File: src/rtl/program_loader_if.sv
// Byte-stream, instruction-memory and status signals of the UART program loader.
interface program_loader_if #(
  parameter int ADDR_W = 14
);
  logic              rx_valid;
  logic [7:0]        rx_data;
  logic              imem_we;
  logic [ADDR_W-1:0] imem_addr;
  logic [31:0]       imem_wdata;
  logic              core_rst;
  logic              done;
  logic              err;
  logic              ack_valid;
  logic [7:0]        ack_data;

  modport master (
    output rx_valid, rx_data,
    input  imem_we, imem_addr, imem_wdata, core_rst, done, err, ack_valid, ack_data
  );

  modport slave (
    input  rx_valid, rx_data,
    output imem_we, imem_addr, imem_wdata, core_rst, done, err, ack_valid, ack_data
  );
endinterface

File: src/rtl/program_loader.sv
// UART bootloader: little-endian word count N, then N words written to imem[0..N-1].
// Define LOADER_CHECKSUM_EN to require a trailing XOR-of-payload word before DONE.
module program_loader #(
  parameter int ADDR_W = 14
) (
  input  logic            clk,
  input  logic            rst,
  program_loader_if.slave bus
);
  localparam logic [7:0]        ACK_OK    = 8'hAA;
  localparam logic [7:0]        ACK_ERR   = 8'h55;
  localparam logic [32:0]       MAX_WORDS = 33'd1 << ADDR_W;
  localparam logic [ADDR_W:0]   IDX_ONE   = {{ADDR_W{1'b0}}, 1'b1};

`ifdef LOADER_CHECKSUM_EN
  typedef enum logic [2:0] {S_HDR, S_LOAD, S_CSUM, S_DONE, S_ERR} state_t;
`else
  typedef enum logic [2:0] {S_HDR, S_LOAD, S_DONE, S_ERR} state_t;
`endif

  state_t            r_state;
  logic [1:0]        r_bcnt;
  logic [23:0]       r_word;
  logic [ADDR_W:0]   r_n;
  logic [ADDR_W:0]   r_idx;
  logic              r_we;
  logic [ADDR_W-1:0] r_addr;
  logic [31:0]       r_wdata;
  logic              r_core_rst;
  logic              r_done;
  logic              r_err;
  logic              r_ack_v;
  logic [7:0]        r_ack_d;
`ifdef LOADER_CHECKSUM_EN
  logic [31:0]       r_csum;
`endif

  logic [31:0]       w_word;
  logic              w_rx_st;
  logic              w_word_done;
  logic              w_fits;
  logic [ADDR_W:0]   w_idx_nxt;

  // Bytes arrive LSB first, so each new byte lands on top of the three held ones.
  assign w_word      = {bus.rx_data, r_word};
`ifdef LOADER_CHECKSUM_EN
  assign w_rx_st     = (r_state == S_HDR) || (r_state == S_LOAD) || (r_state == S_CSUM);
`else
  assign w_rx_st     = (r_state == S_HDR) || (r_state == S_LOAD);
`endif
  assign w_word_done = bus.rx_valid && w_rx_st && (r_bcnt == 2'd3);
  assign w_fits      = {1'b0, w_word} <= MAX_WORDS;
  // Index is one bit wider than the address so a full-capacity load never wraps.
  assign w_idx_nxt   = r_idx + IDX_ONE;

  always_ff @(posedge clk or negedge rst) begin
    if (!rst) begin
      r_state    <= S_HDR;
      r_bcnt     <= '0;
      r_word     <= '0;
      r_n        <= '0;
      r_idx      <= '0;
      r_we       <= 1'b0;
      r_addr     <= '0;
      r_wdata    <= '0;
      r_core_rst <= 1'b1;
      r_done     <= 1'b0;
      r_err      <= 1'b0;
      r_ack_v    <= 1'b0;
      r_ack_d    <= '0;
`ifdef LOADER_CHECKSUM_EN
      r_csum     <= '0;
`endif
    end else begin
      r_we    <= 1'b0;
      r_ack_v <= 1'b0;
      if (bus.rx_valid && w_rx_st) begin
        r_bcnt <= r_bcnt + 2'd1;
        r_word <= w_word[31:8];
      end
      case (r_state)
        S_HDR: if (w_word_done) begin
          if (w_word == 32'd0) begin
`ifdef LOADER_CHECKSUM_EN
            r_state <= S_CSUM;
`else
            r_state <= S_DONE;
            r_done  <= 1'b1;
            r_ack_v <= 1'b1;
            r_ack_d <= ACK_OK;
`endif
          end else if (!w_fits) begin
            r_state <= S_ERR;
            r_err   <= 1'b1;
            r_ack_v <= 1'b1;
            r_ack_d <= ACK_ERR;
          end else begin
            r_n     <= w_word[ADDR_W:0];
            r_idx   <= '0;
            r_state <= S_LOAD;
          end
        end
        S_LOAD: if (w_word_done) begin
          r_we    <= 1'b1;
          r_addr  <= r_idx[ADDR_W-1:0];
          r_wdata <= w_word;
          r_idx   <= w_idx_nxt;
`ifdef LOADER_CHECKSUM_EN
          r_csum  <= r_csum ^ w_word;
          if (w_idx_nxt == r_n) r_state <= S_CSUM;
`else
          if (w_idx_nxt == r_n) begin
            r_state <= S_DONE;
            r_done  <= 1'b1;
            r_ack_v <= 1'b1;
            r_ack_d <= ACK_OK;
          end
`endif
        end
`ifdef LOADER_CHECKSUM_EN
        S_CSUM: if (w_word_done) begin
          r_ack_v <= 1'b1;
          if (w_word == r_csum) begin
            r_state <= S_DONE;
            r_done  <= 1'b1;
            r_ack_d <= ACK_OK;
          end else begin
            r_state <= S_ERR;
            r_err   <= 1'b1;
            r_ack_d <= ACK_ERR;
          end
        end
`endif
        // done has been high for a cycle here, so the final write has already landed.
        S_DONE:  r_core_rst <= 1'b0;
        S_ERR:   ;
        default: r_state <= S_HDR;
      endcase
    end
  end

  assign bus.imem_we    = r_we;
  assign bus.imem_addr  = r_addr;
  assign bus.imem_wdata = r_wdata;
  assign bus.core_rst   = r_core_rst;
  assign bus.done       = r_done;
  assign bus.err        = r_err;
  assign bus.ack_valid  = r_ack_v;
  assign bus.ack_data   = r_ack_d;
endmodule

File: src/flat_wrapper.sv
// flat-port wrapper written by rule: the top's interface ports become plain ports
module program_loader_flat 
#(
  parameter int ADDR_W = 14
)
  (clk, rst, bus_rx_valid, bus_rx_data, bus_imem_we, bus_imem_addr, bus_imem_wdata, bus_core_rst, bus_done, bus_err, bus_ack_valid, bus_ack_data);
  program_loader_if #(.ADDR_W(ADDR_W)) bus_i ();
  input  logic clk;
  input  logic rst;
  input wire logic [$bits(bus_i.rx_valid)-1:0] bus_rx_valid;
  input wire logic [$bits(bus_i.rx_data)-1:0] bus_rx_data;
  output wire logic [$bits(bus_i.imem_we)-1:0] bus_imem_we;
  output wire logic [$bits(bus_i.imem_addr)-1:0] bus_imem_addr;
  output wire logic [$bits(bus_i.imem_wdata)-1:0] bus_imem_wdata;
  output wire logic [$bits(bus_i.core_rst)-1:0] bus_core_rst;
  output wire logic [$bits(bus_i.done)-1:0] bus_done;
  output wire logic [$bits(bus_i.err)-1:0] bus_err;
  output wire logic [$bits(bus_i.ack_valid)-1:0] bus_ack_valid;
  output wire logic [$bits(bus_i.ack_data)-1:0] bus_ack_data;
  assign bus_i.rx_valid = bus_rx_valid;
  assign bus_i.rx_data = bus_rx_data;
  assign bus_imem_we = bus_i.imem_we;
  assign bus_imem_addr = bus_i.imem_addr;
  assign bus_imem_wdata = bus_i.imem_wdata;
  assign bus_core_rst = bus_i.core_rst;
  assign bus_done = bus_i.done;
  assign bus_err = bus_i.err;
  assign bus_ack_valid = bus_i.ack_valid;
  assign bus_ack_data = bus_i.ack_data;
  program_loader #(.ADDR_W(ADDR_W)) u_core (.clk(clk), .rst(rst), .bus(bus_i));
endmodule
File: config.mk
export PLATFORM = sky130hd
export DESIGN_NAME = program_loader_flat
export DESIGN_NICKNAME = d
export VERILOG_FILES = /design/src/rtl/program_loader_if.sv /design/src/rtl/program_loader.sv /design/src/flat_wrapper.sv
export SDC_FILE = /design/constraint.sdc
export NUM_CORES = 1
export LEC_CHECK = 0
export ABC_AREA = 1
export CORE_ASPECT_RATIO = 0.8
export CORE_UTILIZATION = 55
export DETAILED_ROUTE_END_ITERATION = 16
export PLACE_DENSITY = 0.77
export SLEW_MARGIN = 10
export SYNTH_ARGS = -nofsm -noshare
export SYNTH_HDL_FRONTEND = slang
export SYNTH_SLANG_ARGS = --single-unit
File: constraint.sdc
create_clock -name clk -period 3 [get_ports clk]
set_clock_uncertainty 0.2 [all_clocks]
set_input_delay 0.9 -clock clk [delete_from_list [all_inputs] [get_ports clk]]
set_output_delay 0.9 -clock clk [all_outputs]
set_load 0.02 [all_outputs]
Word-level counts from Yosys, hierarchy flattened:

Index checks and enable logic that the tools add are counted.

* register bits: 118
* input port bits: 11
* output and inout port bits: 59
* word-level logic and storage cells: 75

* $add $sub $neg: 2
* $lt $le $gt $ge: 1
* eq/ne operators: 12
* muxes and demuxes: 30
* bitwise operators: 3
* reductions and logical operators: 14

Operators with widths (number)
* two-way mux 15 bit: 4
* two-way mux 8 bit: 5
* <= comparator 32 x 15 -> 1 bit, second input constant: 1
* logical NOT 32 bit: 1
* one-hot mux 15 bit (2 select lines): 1
* one-hot mux 8 bit (2 select lines): 1
* adder 15 x 1 -> 15 bit, second input constant: 1
* equality test 15 bit: 1
* AND reduction 5 bit: 3
* two-way mux 3 bit: 4
* AND reduction 4 bit: 3
* two-way mux 1 bit: 11
* one-hot mux 3 bit (3 select lines): 1
* equality test 3 x 2 -> 1 bit, second input constant: 2
* != test 2 x 1 -> 1 bit, second input constant: 3
* != test 2 bit, second input constant: 3
* one-hot mux 1 bit (2 select lines): 2
* equality test 3 x 1 -> 1 bit, second input constant: 1
* logical NOT 3 bit: 1
* != test 3 bit, second input constant: 1
* NOT 1 bit: 3
* adder 2 x 1 -> 2 bit, second input constant: 1
* equality test 2 bit, second input constant: 1
* logical AND 1 bit: 2
* other kinds (5): 5

Longest topological paths before layout:

Gate-level depths: netlist of run 1.

* word-level depth: 6
* mapped depth: 16
* mapped depth without buffers: 16

Worst setup path before layout of run 1:

No wires, ideal clock.

* path type: input -> register
* start: input bus_rx_data[0]
* end: register u_core.r_idx[0]
* setup time: 0.132 ns
* data arrival time: 2.026 ns
* required time: 2.668 ns
* setup slack: 0.643 ns
* stages: 12
* buffers on the path: 2
* cells stage by stage: nor4_1 > nand2_1 > nor2_1 > inv_1 > a21oi_2 > nand2_1 > nand2_1 > nand2_1 > buf_4 > buf_6 > nand2_1 > o21ai_0

* cells in the longest elaborated chain, start to end: 3
* elaborated cells on any way between the ends: 5
* those cells by class: order compare (1); eq/ne (2); reduce/logical (2)

Ends and longest elaborated chain
* start: declaration: line flat_wrapper.sv:11 `input wire logic [$bits(bus_i.rx_data)-1:0] bus_rx_data;`
* <= comparator 32 x 15 -> 1 bit / logical NOT 32 bit (equally long branches): line program_loader.sv:52, program_loader.sv:83
* != test 2 x 1 -> 1 bit (no source line) / != test 2 bit (equally long branches)
* AND reduction 5 bit (no source line) (*)
* end signal: assignment: line program_loader.sv:107 `r_idx <= w_idx_nxt;`
* end: declaration: line program_loader.sv:25 `logic [ADDR_W:0] r_idx;`

Mark *: on every way between the ends. The rest lies on a longest branch, timed or not.
A chain may end at the register's enable or synchronous reset.

Worst setup path in the final report of run 1:

* start: input bus_rx_data[0]
* end: register u_core.r_idx[10]

Same word-level chain as after synthesis.

==> results of run 1 <==
[state kept, by name, summed over array words and instances (netlist names)]
signal                 count
u_core.bus.imem_wdata     32
u_core.r_word             24
u_core.r_idx              15
u_core.r_n                15
u_core.bus.imem_addr      14
u_core.bus.ack_data        2
u_core.r_bcnt              2
u_core.r_state             2
u_core.bus.ack_valid       1
u_core.bus.core_rst        1
u_core.bus.done            1
u_core.bus.err             1
u_core.bus.imem_we         1
[worst register-to-register path, cell delays in order (launching register included)]
cell and delay [ns]:
dfrtp_1 0.49, ha_1 0.28, nand2_4 0.11, nor2_2 0.20
nand3_1 0.15, nand2_1 0.10, nand2_1 0.05, nand2_1 0.07
nand3_1 0.07, nor2_1 0.21, nand3_2 0.12, nand2_2 0.11
nand2_2 0.07, nand2_1 0.07, nand2_1 0.06
[synthesized netlist by cell type, drive strengths merged]
master and number:
xor2 1, xnor2 4, nand2 197, nand4 10, nor4 3, o21a 1, nand3 31, dfstp 1
o21ai 101, nand3b 5, or2 1, dfrtp 110, o21bai 1, clkbuf 17, ha 2, a21boi 2
mux2 1, inv 64, nor3 2, nor2 29, buf 11, a21oi 1
[placed cells by master, fill, tap and decap left out, drive strengths merged, types with 4 or more instances in the layout]
cell	Yosys	routed
inv	64	66
clkinv	0	5
clkbuf	17	9
nand4	10	10
xnor2	4	4
buf	11	9
clkdlybuf4s50	0	68
nand2	197	197
nand3b	5	5
dfrtp	110	110
nor2	29	29
o21ai	101	101
nand3	31	31
[worst min path at each step]
stage                                      endpoint
final                     u_core.bus.imem_wdata[10]
after global routing       u_core.bus.imem_wdata[7]
after CTS                  u_core.bus.imem_wdata[4]
after detailed placement             u_core.bus.err
after global placement               u_core.bus.err
after floorplan                    u_core.r_bcnt[0]
[per-stage QoR]
step	power, W	setup slack [ns]	instances	util, %
6_report	0.00517	0.365	772	70.3
2_1_floorplan	0.00323	0.643	595	-
5_1_grt	0.00547	0.189	772	70.3
4_1_cts	0.00519	0.337	772	70.3
3_3_place_gp	0.00399	0.114	756	67.1
3_5_place_dp	0.00406	0.00598	756	67.1
[logic make-up (layout without fill, tap and decap cells)]
group,after synthesis,after routing,share of synthesized area (%)
XOR/XNOR,5,5,0.876
AO/OA/AOI/OAI,106,106,11.0
multiplexers,1,1,0.225
AND/OR/NAND/NOR,278,278,24.2
adder cells (fa/ha/maj),2,2,0.501
buffers and inverters,92,157,7.64
flip-flops,111,111,55.6
[per-layer routing]
metal	vias up	wire (µm)	share of wire, %	GRT usage (%)
met2	156	5270	46	42.9
met5	-	0	0	0
met3	16	797	7.0	4.94
li1	2010	-	-	-
met1	1933	5220	46	37.5
met4	0	166	1.4	8.85
[power breakdown]
group	total, W	switching, W	internal (W)
registers	0.00217	0.000274	0.00190
clock network	0.00112	0.000553	0.000566
logic	0.00188	0.00111	0.000771
[layout make-up]
type / instances / area share, %
clock buffers: 9 / 3.71
flip-flops and latches: 111 / 45.8
repair buffers: 77 / 13.2
well taps: 112 / 2.31
multi-input cells: 392 / 30.3
inverters: 64 / 3.96
clock inverters: 7 / 0.763
==> flow_metrics.tcl, run 1 <==
set metrics [dict create \
    cts_tree "done" \
    crit_family "simple AND/OR/NAND/NOR gates" \
    ctsResizeCount 0 \
    multi_input_area_um2 1840 \
    numCtsBuffers 9 \
    ctsHtreeMaxLevel 3 \
    yosysTopAreaCell "dfrtp_1" \
    r2r_setup_slack_ns 0.55 \
    final-max-slew-violation-count 0 \
    timing_worst_setup_path_type "in -> reg" \
    slew_headroom_pct 72.6 \
    die-area_um2 9470 \
    cp.depth 12 \
    worstPathArrival_ns 2.67 \
    placed_cell_area_um2 5790 \
    worst-path-buf-inv 3 \
    crit_path_max_incr_delay_ns 0.42 \
    core_area_um2 8630 \
    wl_per_cell_um 14.8 \
    path_cells "clkdlybuf4s50_1 -> nor4_1 -> nand2_1 -> nor2_1 -> inv_1 -> a21oi_2 -> nand2_1 -> nand2_1 -> nand2_1 -> buf_12 -> nand2_1 -> o21ai_0" \
    first_pass_iters 5 \
    status "finished, final reports clean" \
    num-nets-final 668 \
    min_period_ns 2.63 \
    crit_path_max_fanout 29 \
    dr.first_iter.drc_count 347 \
    regArea_um2 2780 \
    cp-start-kind "input pin" \
    hp-class "in -> async" \
    cts.clk_slew.worst_paths_ns 0.07 \
    synth_area_per_cell_um2 8.40 \
    fmax_mhz 380 \
    drv_cap 0 \
    syn_area_um2 5000 \
    start_util_pct 57.9 \
    fp-row-count 30 \
    synth_top_area_share_pct 55.1 \
    grt_pass1_wl_um 19500 \
    drive_gt1_share_pct 7.58 \
    antenna_found_initial 0 \
    syn_to_final_growth_pct 21.4 \
    vias 4115 \
    finalHoldViolCount 0 \
    setup_tns_ns 0 \
    drcViolationCount 0 \
    r2r_end "u_core.bus.ack_data[5]" \
    synth_cell_types 32 \
    holdBufCountCts 0 \
    cpMaxStageDelayCell "clkdlybuf4s50_1" \
    gp_congestion 0.830 \
    ys_seq_elements 111 \
    cts_setup_buffers 0 \
    dpl.hpwl_um 8020 \
    io_buffers 69 \
    ff2ff_path_depth 14 \
    required_ns 3.03 \
    grt_pass1_vias 3974 \
    fp.dieH_um 87.3 \
    clk_latency_ns 0.35 \
    fill_cells 671 \
    leakagePower_nw 2.80 \
    ios 70 \
    peakVddDrop_mv 0.597 \
    routed_wl_um 11500 \
    viasPerCell 5.33 \
    r2r_start "u_core.r_idx[0]" \
    antenna_left 0 \
    design_area_um2 6070 \
    num_antenna_cells 0 \
    holdWs_ns 0.251 \
    grt_overflow 0 \
    rsz0062_at_grt "no" \
    cts_sinks 111 \
    crit_path_start "bus_rx_data[0]" \
    endpoint_kind "register" \
    synthTopCellsByArea "dfrtp_1 (55%), nand2_1 (14%), o21ai_0 (9.6%)" \
    tightest_slew_ns 0.411 \
    chipWidth_um 109 \
    crit_top_cell "nand2_1" \
    synth.yosys.warnings 0 \
    grt_max_degree 71 \
    synth_nets 608 \
    syn_inst 595 \
    root_buffer "clkbuf_16" \
    seq_area_frac_synth_pct 55.6 \
    grt_usage_pct 26.9 \
    worstSetupEndpoint "u_core.r_idx[10]" \
    setup_viol 0 \
    p_per_area_nw_per_um2 852 \
    fin_crit_sh_pct 87.8 \
    clock_path_buffers 2 \
]
No activity file was read; power rests on OpenSTA's default activity.
==> run 2: changes to the inputs <==
CORE_MARGIN = 5   (was default)
==> run 2 against run 1 <==
  * Register-to-register slack better by 0.08 ns
  * Die area is 17% higher
  * Total power is 3.4% higher
  * Critical path type unchanged
  * Critical endpoint is now u_core.r_idx[0]
==> flow_metrics.tcl, run 2 (synthesis gave the netlist of run 1 again) <==
set metrics [dict create \
    layout_common_cells "nand2_1 (189), dfrtp_1 (110), o21ai_0 (96), clkdlybuf4s50_1 (68), inv_1 (62)" \
    ctsHtreeMaxLevel 3 \
    grt_pass1_wl_um 19300 \
    start_util_pct 55.8 \
    pre_cts_slack_ns 0.0762 \
    endpoint_kind "register" \
    viasPerCell 5.22 \
    root_buffer "clkbuf_16" \
    final-max-slew-violation-count 0 \
    peakVddDrop_mv 0.635 \
    finalHoldViolCount 0 \
    status "finished, final reports clean" \
    grt_usage_pct 22.3 \
    whs_path_depth 2 \
    r2r_setup_slack_ns 0.63 \
    cp-start-kind "input pin" \
    first_pass_iters 4 \
    syn_to_final_growth_pct 22.9 \
    worstHoldEndpoint "u_core.bus.done" \
    cts_tree "done" \
    r2r_end "u_core.bus.ack_data[5]" \
    holdBufCountCts 0 \
    hp-class "reg -> reg" \
    cts_sinks 111 \
    fill_cells 715 \
    required_ns 3.02 \
    drive_gt1_share_pct 7.99 \
    chipWidth_um 117 \
    globalRouteMet1Util_pct 32.1 \
    grt-busiest-layer "met2" \
    die-area_um2 11100 \
    fp-row-count 31 \
    regArea_um2 2780 \
    num_antenna_cells 0 \
    dpl.hpwl_um 8070 \
    gp_congestion 0.872 \
    grt_max_degree 50 \
    final_cells 778 \
    cts_setup_buffers 0 \
    num-nets-final 671 \
    drcViolationCount 0 \
    multi_input_area_um2 1840 \
    numCtsBuffers 9 \
    placed_cell_area_um2 5810 \
    rsz0062_at_grt "no" \
    routed_wl_um 11300 \
    vias 4059 \
    grt_pass1_vias 4001 \
    crit_path_max_fanout 29 \
    design_area_um2 6140 \
    placed_cells 762 \
    fp.dieH_um 95.3 \
    wl_per_cell_um 14.5 \
    io_buffers 69 \
    min_period_ns 2.61 \
    grtUsageMet3_pct 5.20 \
    antenna_left 0 \
    timing_worst_setup_path_type "in -> reg" \
    clock_path_buffers 2 \
    setup_viol 0 \
    tightest_slew_ns 0.519 \
    clk_latency_ns 0.35 \
    slew_headroom_pct 65.4 \
    final_common_cell "nand2_1" \
    drv_cap 0 \
    largest_reg_flops 32 \
    worstPathArrival_ns 2.62 \
    ctsResizeCount 0 \
    fin_crit_sh_pct 86.9 \
    ios 70 \
    setup_tns_ns 0 \
    grt_overflow 0 \
    p_per_area_nw_per_um2 870 \
    fin_ws_ns 0.394 \
    global_route.usage.met2_pct 33.6 \
    ff2ff_path_depth 14 \
    leakagePower_nw 2.83 \
    cts.clk_slew.worst_paths_ns 0.07 \
    fmax_mhz 384 \
    hold_start "u_core.bus.done" \
    core_area_um2 8960 \
    dr.first_iter.drc_count 333 \
    antenna_found_initial 0 \
    r2r_start "u_core.r_idx[0]" \
    holdWs_ns 0.273 \
]
[run 2: cell count changes in the layout (fill, tap and decap cells not counted)]
cell        previous run  this run
clkinv_2               4         1
buf_12                 4         3
clkinv_4               1         0
clkinvlp_4             0         2
bufinv_16              0         2
buf_4                  5         9
inv_6                  2         0
clkbuf_8               0         2
[run 2: power by group]
group	leakage (nW)	internal, W	switching (W)
Sequential	1.45	0.00190	0.000256
Combinational	1.22	0.000770	0.00111
Clock	0.158	0.000776	0.000536
[run 2: worst max-delay path by stage]
| stage | cells past startpoint | end | start | slack (ns) |
|---|---|---|---|---|
| floorplan | 12 | u_core.r_idx[0] | bus_rx_data[0] | 0.64 |
| global placement | 12 | u_core.r_idx[0] | bus_rx_data[0] | 0.12 |
| detailed placement | 12 | u_core.r_idx[0] | bus_rx_data[5] | 0.08 |
| CTS | 1 | bus_core_rst | u_core.bus.core_rst | 0.40 |
| global route | 11 | u_core.r_n[4] | bus_rx_data[5] | 0.20 |
| finish | 12 | u_core.r_idx[0] | bus_rx_data[5] | 0.39 |
[run 2: routing by layer]
metal | wire (µm) | part of all wire (%)
met3 | 625 | 5.5
met4 | 198 | 1.8
met5 | 0 | 0
met1 | 5460 | 48
met2 | 5000 | 44
[run 2: final cells by class]
class	instances	share of cell area (%)
timing repair buffer	80	13.2
clock inverter	5	1.30
clock buffer	11	4.12
multi-input combinational	392	29.9
inverter	64	3.91
sequential	111	45.3
tap	115	2.34
[run 2: through the flow]
stage               total power (W)  utilization, %
floorplan                   0.00323               -
global placement            0.00401            64.8
detailed placement          0.00406            64.8
CTS                         0.00539            68.5
global route                0.00569            68.5
finish                      0.00534            68.5
[run 2: critical path, stage by stage]
cell	delay, ns
clkdlybuf4s50_1	0.43
nor4_1	0.36
nand2_1	0.08
nor2_1	0.10
inv_1	0.07
a21oi_2	0.15
nand2_1	0.08
nand2_1	0.06
nand2_1	0.08
buf_12	0.17
nand2_1	0.06
o21ai_0	0.07
==> patch 1 (settings of run 1) <==
Re-encode `state_t` (4 states) as one-hot, 4 bits wide.
--- a/src/rtl/program_loader.sv
+++ b/src/rtl/program_loader.sv
@@ -15,7 +15,7 @@
 `ifdef LOADER_CHECKSUM_EN
   typedef enum logic [2:0] {S_HDR, S_LOAD, S_CSUM, S_DONE, S_ERR} state_t;
 `else
-  typedef enum logic [2:0] {S_HDR, S_LOAD, S_DONE, S_ERR} state_t;
+  typedef enum logic [3:0] {S_HDR = 4'b0001, S_LOAD = 4'b0010, S_DONE = 4'b0100, S_ERR = 4'b1000} state_t;
 `endif
 
   state_t            r_state;
Check against the original RTL: same outputs for any inputs over 10 cycles, from zero or initial values and one cycle with rst low; not proved beyond that.
==> patch 1 against run 1 <==
Final area rose by 6.5%; synthesized area rose by 1.7%; core utilization rose by 3.9 points; critical path type is now reg2out; wire length rose by 4.2%; cell count rose by 3.6%; critical path depth fell by 11; largest cell class unchanged; sequential cell count rose by 2; setup slack improved by 0.015 ns.
Power is not compared: it rests on default switching activity, and its combinational part moved more than twofold at a synthesized area within 25%.
==> patch 1: results <==
grt:
  grt_pass1_vias: 4170
  use_met3_pct: 8.04
  grt_use_met1_pct: 35.5
  grt_max_degree: 53
  gr-usage-all-layers_pct: 27.6
  grtUsageMet2_pct: 44.5
yosys:
  ys_types: 30
  synthXorXnorAreaFrac_pct: 0.517
  synth_seq_area_share_pct: 55.7
  synth_compound_area_share_pct: 10.7
  synthAdderAreaFrac_pct: 0.492
  netlist_top_cells_area: "dfrtp_1 (55%), nand2_1 (15%), inv_1 (5.3%)"
  syn-num-nets: 620
cells_and_area:
  nNetsFinal: 690
  final.fill_count: 633
  layout-drive-gt1-share_pct: 7.85
cts:
  htree_levels: 4
  path_clk_slew_ns: 0.05
  cts_buffers: 17
setup_path:
  path_delay_family: "buffers and inverters"
  reg2reg_slack_ns: 0.41
  reg2regPathDepth: 16
  crit_arrival_ns: 1.52
  endpoint: "bus_core_rst"
  path_max_fanout: 2
route:
  wl_met2_mm: 5.67
  via_per_inst: 5.37
  drtIter0Drc: 266
  wl_met3_microns: 660
outcome:
  status: "complete, no violations"
place:
  dpl.hpwl_mm: 7.90
  gp_congestion: 0.899
min_path:
  hp-class: "reg2reg"
==> patch 1: cell count changes after synthesis, sizes merged, moves of 2 or more <==
cell / run 1 / this run
inv: 64 / 75
clkbuf: 17 / 9
buf: 11 / 18
nand4: 10 / 15
o21ai: 101 / 96
a32o: 0 / 3
nor4: 3 / 0
xnor2: 4 / 1
a21boi: 2 / 0
nand2: 197 / 199
nor2: 29 / 27
nor3: 2 / 4
==> patch 1: cell type report <==
cell class | instances | area share (%)
clock buffers | 19 | 6.86
clock inverters | 11 | 2.54
inverters | 75 | 4.36
multi-input cells | 392 | 28.0
flip-flops and latches | 113 | 43.8
well taps | 112 | 2.17
repair buffers | 78 | 12.3
==> patch 1: power by group <==
group	switching (mW)	internal (mW)	total, mW
Combinational	0.559	0.244	0.802
Sequential	0.100	1.71	1.81
Clock	0.685	1.39	2.08
==> patch 1: metrics by stage <==
| step | instance area [sq um] | cells | worst slack (ns) | total power, mW |
|---|---|---|---|---|
| 2_1_floorplan | 5080 | 607 | 0.787 | 2.35 |
| 6_report | 6460 | 800 | 0.380 | 4.70 |
| 3_5_place_dp | 5850 | 770 | 0.0594 | 2.62 |
| 4_1_cts | 6460 | 800 | 0.368 | 4.71 |
| 5_1_grt | 6460 | 800 | 0.120 | 4.90 |
| 3_3_place_gp | 5850 | 770 | 0.161 | 2.58 |
==> patch 1: worst min-delay path by stage <==
| stage | from | endpoint | slack [ns] |
|---|---|---|---|
| global placement | u_core.bus.done | u_core.bus.done | 0.25 |
| detailed placement | u_core.bus.done | u_core.bus.done | 0.25 |
| global route | u_core.bus.done | u_core.bus.done | 0.30 |
| finish | u_core.bus.err | u_core.bus.err | 0.26 |
| CTS | u_core.bus.done | u_core.bus.done | 0.27 |
| floorplan | u_core.r_bcnt[0] | u_core.r_bcnt[0] | 0.25 |
==> patch 2 (config.mk and constraints of run 1) <==
Made on the original files. `ADDR_W` is set to 14 in 3 places; all go to 15.
--- a/src/rtl/program_loader_if.sv
+++ b/src/rtl/program_loader_if.sv
@@ -1,6 +1,6 @@
 // Byte-stream, instruction-memory and status signals of the UART program loader.
 interface program_loader_if #(
-  parameter int ADDR_W = 14
+  parameter int ADDR_W = 15
 );
   logic              rx_valid;
   logic [7:0]        rx_data;
--- a/src/rtl/program_loader.sv
+++ b/src/rtl/program_loader.sv
@@ -1,7 +1,7 @@
 // UART bootloader: little-endian word count N, then N words written to imem[0..N-1].
 // Define LOADER_CHECKSUM_EN to require a trailing XOR-of-payload word before DONE.
 module program_loader #(
-  parameter int ADDR_W = 14
+  parameter int ADDR_W = 15
 ) (
   input  logic            clk,
   input  logic            rst,
--- a/src/flat_wrapper.sv
+++ b/src/flat_wrapper.sv
@@ -1,7 +1,7 @@
 // flat-port wrapper written by rule: the top's interface ports become plain ports
 module program_loader_flat 
 #(
-  parameter int ADDR_W = 14
+  parameter int ADDR_W = 15
 )
   (clk, rst, bus_rx_valid, bus_rx_data, bus_imem_we, bus_imem_addr, bus_imem_wdata, bus_core_rst, bus_done, bus_err, bus_ack_valid, bus_ack_data);
   program_loader_if #(.ADDR_W(ADDR_W)) bus_i ();
Ports: changed (resized bus_imem_addr); port bits go from 70 to 71. No check against the original RTL was run, so the function may have changed too.
==> patch 2 against run 1 <==
Power increased by 19%; global-route usage down 0.31 points; setup slack improved by 0.014 ns; wire length hardly changed; final area rose by 7.8%; sequential cell count rose by 3; synthesized area rose by 3.1%; critical endpoint is now bus_core_rst.
==> patch 2: results <==
place:
  numPortBuffers: 70
  placedCellCount: 772
  dpl.hpwl_mm: 7.84
  gp_congestion: 0.835
  placed_area_sq_mm: 0.00597
  pre_cts_ws_ns: 0.0675
route:
  drtIter0Drc: 224
  firstDrtPassIters: 7
  wl_per_cell_microns: 14.3
  num_vias: 4183
cells_and_area:
  nNetsFinal: 689
  largest_reg_flops: 32
  layout-drive-gt1-share_pct: 10.6
  final.fill_count: 703
  layoutNonFillerInstCount: 804
  diodes: 0
power:
  pg_comb_mw: 1.98
  switching_power_mw: 2.12
  p_seq_mw: 2.22
  power_frac_seq_pct: 36.1
  leakagePower_nw: 3.09
  ir_drop_v: 0.000582
grt:
  grt_pass1_vias: 4067
  gr-usage-all-layers_pct: 26.6
  grt_overflow: 0
  grt_pass1_wl_mm: 19.3
  antenna_found_initial: 0
  grt_max_degree: 60
yosys:
  synth_seq_area_share_pct: 55.4
  synthTopCellsByCount: "nand2_1 (199), dfrtp_1 (113), o21ai_0 (73)"
  ys_types: 33
  async_reset_ff_share_pct: 100
  synth_cells: 605
  syn-num-nets: 618
  netlist_top_cells_area: "dfrtp_1 (55%), nand2_1 (15%), o21ai_0 (7.1%)"
  ys_warn_count: 0
setup_path:
  cp_slowest_stage_delay_ns: 0.59
  cp_slowest_cell: "clkdlybuf4s50_1"
  path_max_fanout: 2
  path_delay_family: "buffers and inverters"
  crit_arrival_ns: 1.52
timing:
  setup_violations: 0
  relSlewSlack_pct: 69.1
min_path:
  hp-class: "in2async"
cts:
  path_clk_slew_ns: 0.05
  cts_setup_buffers: 0
  holdBufCountCts: 0
  clock-root-buffer: "clkbuf_16"
  htree_levels: 4
  clock_latency_ns: 0.41
  cts_buffers: 17
  cts-resized-gates: 0
  clockBufferDepth: 2
outcome:
  status: "complete, no violations"
floorplan:
  placementRows: 31
patch 2: cell count changes in the layout (fill, tap and decap cells not counted), moves of 3 or more:
cell / delta
dfrtp_1: +3
o21ai_0: -23
inv_1: +6
nor4_1: -3
clkinvlp_4: +4
clkbuf_1: +3
clkbuf_16: +8
nand2_1: +10
o21ai_1: +8
o21ai_2: +8
nand4_1: +3
nand3b_1: -3
patch 2: path summary, 6_finish.rpt:
kind | depth (start not counted) | end | from | slack, ns
worst max-delay path | 1 | bus_core_rst | u_core.bus.core_rst | 0.38
worst min-delay path | 1 | u_core.r_idx[2] | rst | 0.24
worst max register to register | 14 | u_core.bus.ack_data[5] | u_core.r_idx[0] | 0.66
worst min register to register | 1 | u_core.bus.done | u_core.bus.done | 0.26
max in group asynchronous | 2 | u_core.r_idx[8] | rst | 1.69
min in group clk | 1 | u_core.bus.done | u_core.bus.done | 0.26
patch 2: layout make-up:
class / count / area [sq um] / area share (%)
Clock inverter: 10 / 110 / 1.68
Multi-Input combinational cell: 394 / 1890 / 29.0
Tap cell: 115 / 144 / 2.20
Sequential cell: 114 / 2850 / 43.6
Timing Repair Buffer: 78 / 808 / 12.4
Inverter: 71 / 267 / 4.07
Clock buffer: 22 / 464 / 7.10
patch 2: routing by layer:
metal  part of all wire, %  vias to the layer above  GRT usage [%]
li1                      -                     2067              -
met1                    45                     1976           33.8
met2                    48                      118           42.6
met3                   5.4                       22           7.22
met4                   1.9                        0           12.9
met5                     0                        -              0
patch 2: cell families after synthesis:
logic type,after synthesis,synth area share (%)
AO/OA/AOI/OAI,99,10.7
multiplexers,1,0.219
buffers and inverters,97,7.80
XOR/XNOR,7,1.19
adder cells (fa/ha/maj),2,0.486
flip-flops,114,55.4
AND/OR/NAND/NOR,285,24.2
